==> config.mk <==
export PLATFORM = sky130hd
export DESIGN_NAME = rbr_decoder
export DESIGN_NICKNAME = d
export VERILOG_FILES = /design/src/rtl/rbr_decoder.sv
export SDC_FILE = /design/constraint.sdc
export NUM_CORES = 1
export LEC_CHECK = 0
export ABC_AREA = 1
export BUFFER_PORTS_ARGS = -buffer_cell sky130_fd_sc_hd__buf_2
export CAP_MARGIN = 25
export CORE_AREA = 2 2 54 56
export DETAILED_ROUTE_END_ITERATION = 16
export DIE_AREA = 0 0 56 58
export GPL_TIMING_DRIVEN = 0
export PLACE_DENSITY = 0.79
export SYNTH_ARGS = -nofsm -noshare
export SYNTH_HDL_FRONTEND = slang
export SYNTH_SLANG_ARGS = --single-unit
==> constraint.sdc <==
create_clock -name clk_i -period 1.95 [get_ports clk_i]
set_clock_uncertainty 0.2 [all_clocks]
set_input_delay 0.195 -clock clk_i [delete_from_list [all_inputs] [get_ports clk_i]]
set_output_delay 0.195 -clock clk_i [all_outputs]
set_load 0.01 [all_outputs]
==> src/rtl/rbr_decoder.sv <==
// Level-code to thermometer reference decoder: drives the decoded pattern for
// HOLD_CYC cycles, samples the comparator outputs, then reports completion.
module rbr_decoder #(
   parameter int unsigned HOLD_CYC = 4
) (
   input  logic       clk_i,
   input  logic       rst_i,
   input  logic       code_valid_i,
   input  logic [3:0] code_i,
   output logic       code_ready_o,
   output logic [7:0] ref_o,
   output logic       ref_en_o,
   input  logic [7:0] sense_i,
   output logic       done_o,
   output logic       match_o,
   output logic       err_o,
   output logic [1:0] state_o
);

   // Handshake: a code transfers on a rising edge where code_valid_i and
   // code_ready_o are both high; the requester holds code_i until then.

   typedef enum logic [1:0] {
      IDLE  = 2'd0,
      DRIVE = 2'd1,
      DONE  = 2'd2
   } state_t;

   localparam logic [7:0] LOAD_VAL = 8'(HOLD_CYC - 1);

   state_t     state;
   logic [7:0] cnt;
   logic [7:0] dec_pat;
   logic       dec_legal;

   always_comb begin
      dec_pat   = 8'h00;
      dec_legal = 1'b1;
      case (code_i)
         4'd0:    dec_pat = 8'hFF;
         4'd1:    dec_pat = 8'hFE;
         4'd2:    dec_pat = 8'hFC;
         4'd3:    dec_pat = 8'hF8;
         4'd4:    dec_pat = 8'hF0;
         4'd6:    dec_pat = 8'hE0;
         4'd9:    dec_pat = 8'h00;
         default: dec_legal = 1'b0;
      endcase
   end

   assign state_o = state;

   always_ff @(posedge clk_i or posedge rst_i) begin
      if (rst_i) begin
         state        <= IDLE;
         cnt          <= 8'd0;
         code_ready_o <= 1'b0;
         ref_o        <= 8'h00;
         ref_en_o     <= 1'b0;
         done_o       <= 1'b0;
         match_o      <= 1'b0;
         err_o        <= 1'b0;
      end else begin
         done_o <= 1'b0;
         err_o  <= 1'b0;
         case (state)
            IDLE: begin
               // Ready rises one edge after reset release and stays up in IDLE.
               code_ready_o <= 1'b1;
               if (code_valid_i && code_ready_o) begin
                  if (dec_legal) begin
                     state        <= DRIVE;
                     cnt          <= LOAD_VAL;
                     ref_o        <= dec_pat;
                     ref_en_o     <= 1'b1;
                     code_ready_o <= 1'b0;
                  end else begin
                     err_o   <= 1'b1;
                     match_o <= 1'b0;
                  end
               end
            end
            DRIVE: begin
               code_ready_o <= 1'b0;
               if (cnt == 8'd0) begin
                  match_o  <= (sense_i == ref_o);
                  done_o   <= 1'b1;
                  ref_o    <= 8'h00;
                  ref_en_o <= 1'b0;
                  state    <= DONE;
               end else begin
                  cnt <= cnt - 8'd1;
               end
            end
            DONE: begin
               code_ready_o <= 1'b1;
               state        <= IDLE;
            end
            default: begin
               state        <= IDLE;
               code_ready_o <= 1'b0;
               ref_o        <= 8'h00;
               ref_en_o     <= 1'b0;
            end
         endcase
      end
   end

endmodule

==> impl_metrics.yaml <==
status:
  outcome: "finished clean"
critical_path:
  crit_slowest_cell: "dlygate4sd3_1"
  crit_chain: "dlygate4sd3_1, buf_2, nor4_1, dlygate4sd3_1, nand3_1, nand2_1"
  worst-path-buf-inv: 3
  worstPathArrival_ps: 1840
  slowest_delay_ps: 580
  crit_required_ps: 2010
  crit_path_start_kind: "input pin"
  path_delay_family: "buffers and inverters"
  critPathKind: "in -> reg"
  cpMostUsedCell: "dlygate4sd3_1"
  cp_max_fo: 5
  crit_path_end_kind: "flip-flop"
synth:
  synth_area_leader_cell: "dfrtp_1"
  syn_inst: 175
  ys_top_cells_by_area: "dfrtp_1 39%, nand2_1 15%, nand3_1 6.7%"
  synth.top_cells.by_count: "55 x nand2_1, 22 x inv_1, 21 x dfrtp_1, 18 x nand3_1, 16 x nor2_1"
  netlist_area_mm2: 0.00135
  synth_most_common_cell: "nand2_1"
  synth_flop_cell: "dfrtp_1"
  ys_seq_elements: 21
  synth-seq-area-share: 0.391
  yosysWarnings: 0
  synth_edf_count: 0
  synth_top_area_share: 0.391
  avgSynthCellArea_um2: 7.69
  synth_fp_nets: 192
  synth_cell_type_count: 25
  async_flop_share: 1.00
placement:
  numPortBuffers: 29
  gp_congestion: 0.855
  placed_area_mm2: 0.00153
  place_hpwl_um: 1980
  detailedPlace.worstSlack_ps: 304
  dp.cells: 235
hold_path:
  hold_path_class: "in -> reg"
cells_and_area:
  drive_above_1_share: 0.292
  num-fill-cells: 270
  area_delta_synth_final_pct: 18.6
  final_nets: 230
  fin_area_mm2: 0.00160
  final_cells: 243
  n_antenna_cell: 0
timing:
  setup_viol: 0
  worst_pin_slew_ps: 788
  rsz0062_at_grt: "no"
  slew_violations: 0
  relSlewSlack: 0.474
  setup_ws_ps: 164
  finalHoldViolCount: 0
  max_clock_freq_mhz: 560
  final.period_utilization: 0.916
  fin_hold_ws_ps: 13.6
  layout_min_cycle_time_ps: 1790
  tns_ps: 0
die:
  die_y_um: 58
  coreArea_mm2: 0.00266
  initial_core_util: 0.505
  dieArea_mm2: 0.00325
  die_w_um: 56
  io_pins: 30
  row_count: 19
detailed_routing:
  m1WireLength_um: 1150
  viasPerCell: 4.84
  drt_iter0_drc: 32
  wl_per_cell_um: 10.8
  routed.top_layer: "met4"
  drc: 0
  wl_um: 2620
  num_vias: 1175
  routed-wl-met3_um: 100
  drt-pass1-iter-count: 4
  antenna_left: 0
  wl_met2_um: 1320
clock_network:
  clock_latency_ps: 310
  cts_buffers: 3
  clock-root-buffer: "clkbuf_4"
  cts_tree: "built"
  htreeDepth: 1
  cts-resized-gates: 0
  clock-sinks: 21
  path_clk_slew_ps: 120
  clk_path_buf_depth: 2
global_route:
  grt_pass1_wl_um: 4860
  gr-usage-all-layers: 0.191
  grt_max_degree: 22
  grt-ovfl-total: 0
  grt_pass1_vias: 1128
  grt_antenna_before_repair: 0
run:
  maxCapViolations: 0
power:
  ir_drop_mv: 0.356
  leakage_nw: 0.947
  power_density_mw_per_mm2: 443
kinds of logic after synthesis:
logic type	share of synthesized area
simple gates	0.457
fa+ha+maj	0.0186
flops	0.391
buf+inv	0.0902
compound gates	0.0242
xor+xnor	0.0195
placed cells by master, fill, tap and decap left out, types with 2 or more instances in the layout:
| cell type | n |
|---|---|
| buf_2 | 29 |
| buf_4 | 2 |
| clkbuf_4 | 3 |
| dfrtp_1 | 21 |
| dlygate4sd3_1 | 4 |
| ha_1 | 2 |
| inv_1 | 22 |
| inv_2 | 4 |
| nand2_1 | 55 |
| nand2_2 | 5 |
| nand2_4 | 3 |
| nand2_8 | 2 |
| nand3_1 | 18 |
| nand4_1 | 4 |
| nor2_1 | 16 |
| nor2_2 | 2 |
| o21ai_0 | 3 |
| o21ai_2 | 2 |
| or2_2 | 3 |
| xor2_1 | 3 |
power breakdown:
part | switching [mW] | internal, mW | total, mW
clock | 0.135 | 0.0799 | 0.215
combinational | 0.0315 | 0.0246 | 0.0560
sequential | 0 | 0.435 | 0.435
worst register-to-register path, stage by stage, from the launching register on:
cell,delay [ps]
dfrtp_1,480
inv_2,80
nand2_1,90
nor4_1,160
dlygate4sd3_1,580
nand3_1,60
nand2_1,60
area by class of cell:
| class | instances | area (um^2) | area share |
|---|---|---|---|
| Timing Repair Buffer | 33 | 185 | 0.116 |
| Tap cell | 31 | 38.8 | 0.0243 |
| Clock buffer | 4 | 26.3 | 0.0165 |
| Buffer | 2 | 15.0 | 0.00941 |
| Sequential cell | 21 | 526 | 0.329 |
| Multi-Input combinational cell | 125 | 698 | 0.438 |
| Inverter | 27 | 106 | 0.0667 |
stage by stage:
| step | util | total power [mW] |
|---|---|---|
| floorplan | - | 0.472 |
| global placement | 0.574 | 0.495 |
| detailed placement | 0.574 | 0.496 |
| CTS | 0.599 | 0.717 |
| global route | 0.599 | 0.745 |
| finish | 0.599 | 0.707 |
state kept, by name, summed over array words and instances (netlist names):
signal        flops
state_o           2
done_o            1
cnt               8
code_ready_o      1
ref_en_o          1
err_o             1
match_o           1
ref_o             6
worst paths after layout:
kind	startpoint	end	slack [ps]	cells past startpoint
worst min register to register	ref_en_o$_DFFE_PP0P_	ref_en_o$_DFFE_PP0P_	290	2
worst max-delay path	code_i[1]	ref_o[1]$_DFFE_PP0P_	160	6
worst max register to register	state_o[1]$_DFFE_PP0P_	ref_o[1]$_DFFE_PP0P_	180	6
min in group asynchronous	rst_i	cnt[0]$_DFFE_PP0P_	370	3
max in group asynchronous	rst_i	ref_o[0]$_DFFE_PP0P_	690	3
worst min-delay path	code_i[2]	ref_o[3]$_DFFE_PP0P_	10	4
routing by layer:
metal / up-vias / track usage
li1: 617 / -
met1: 530 / 0.231
met2: 23 / 0.350
met3: 5 / 0.0290
met4: 0 / 0.0612
met5: - / 0
timing repair:
item,CTS,global route
buffers inserted,0,0
hold buffers,4,0
hold endpoints to repair,24,0
Power figures use the tool's default switching activity.
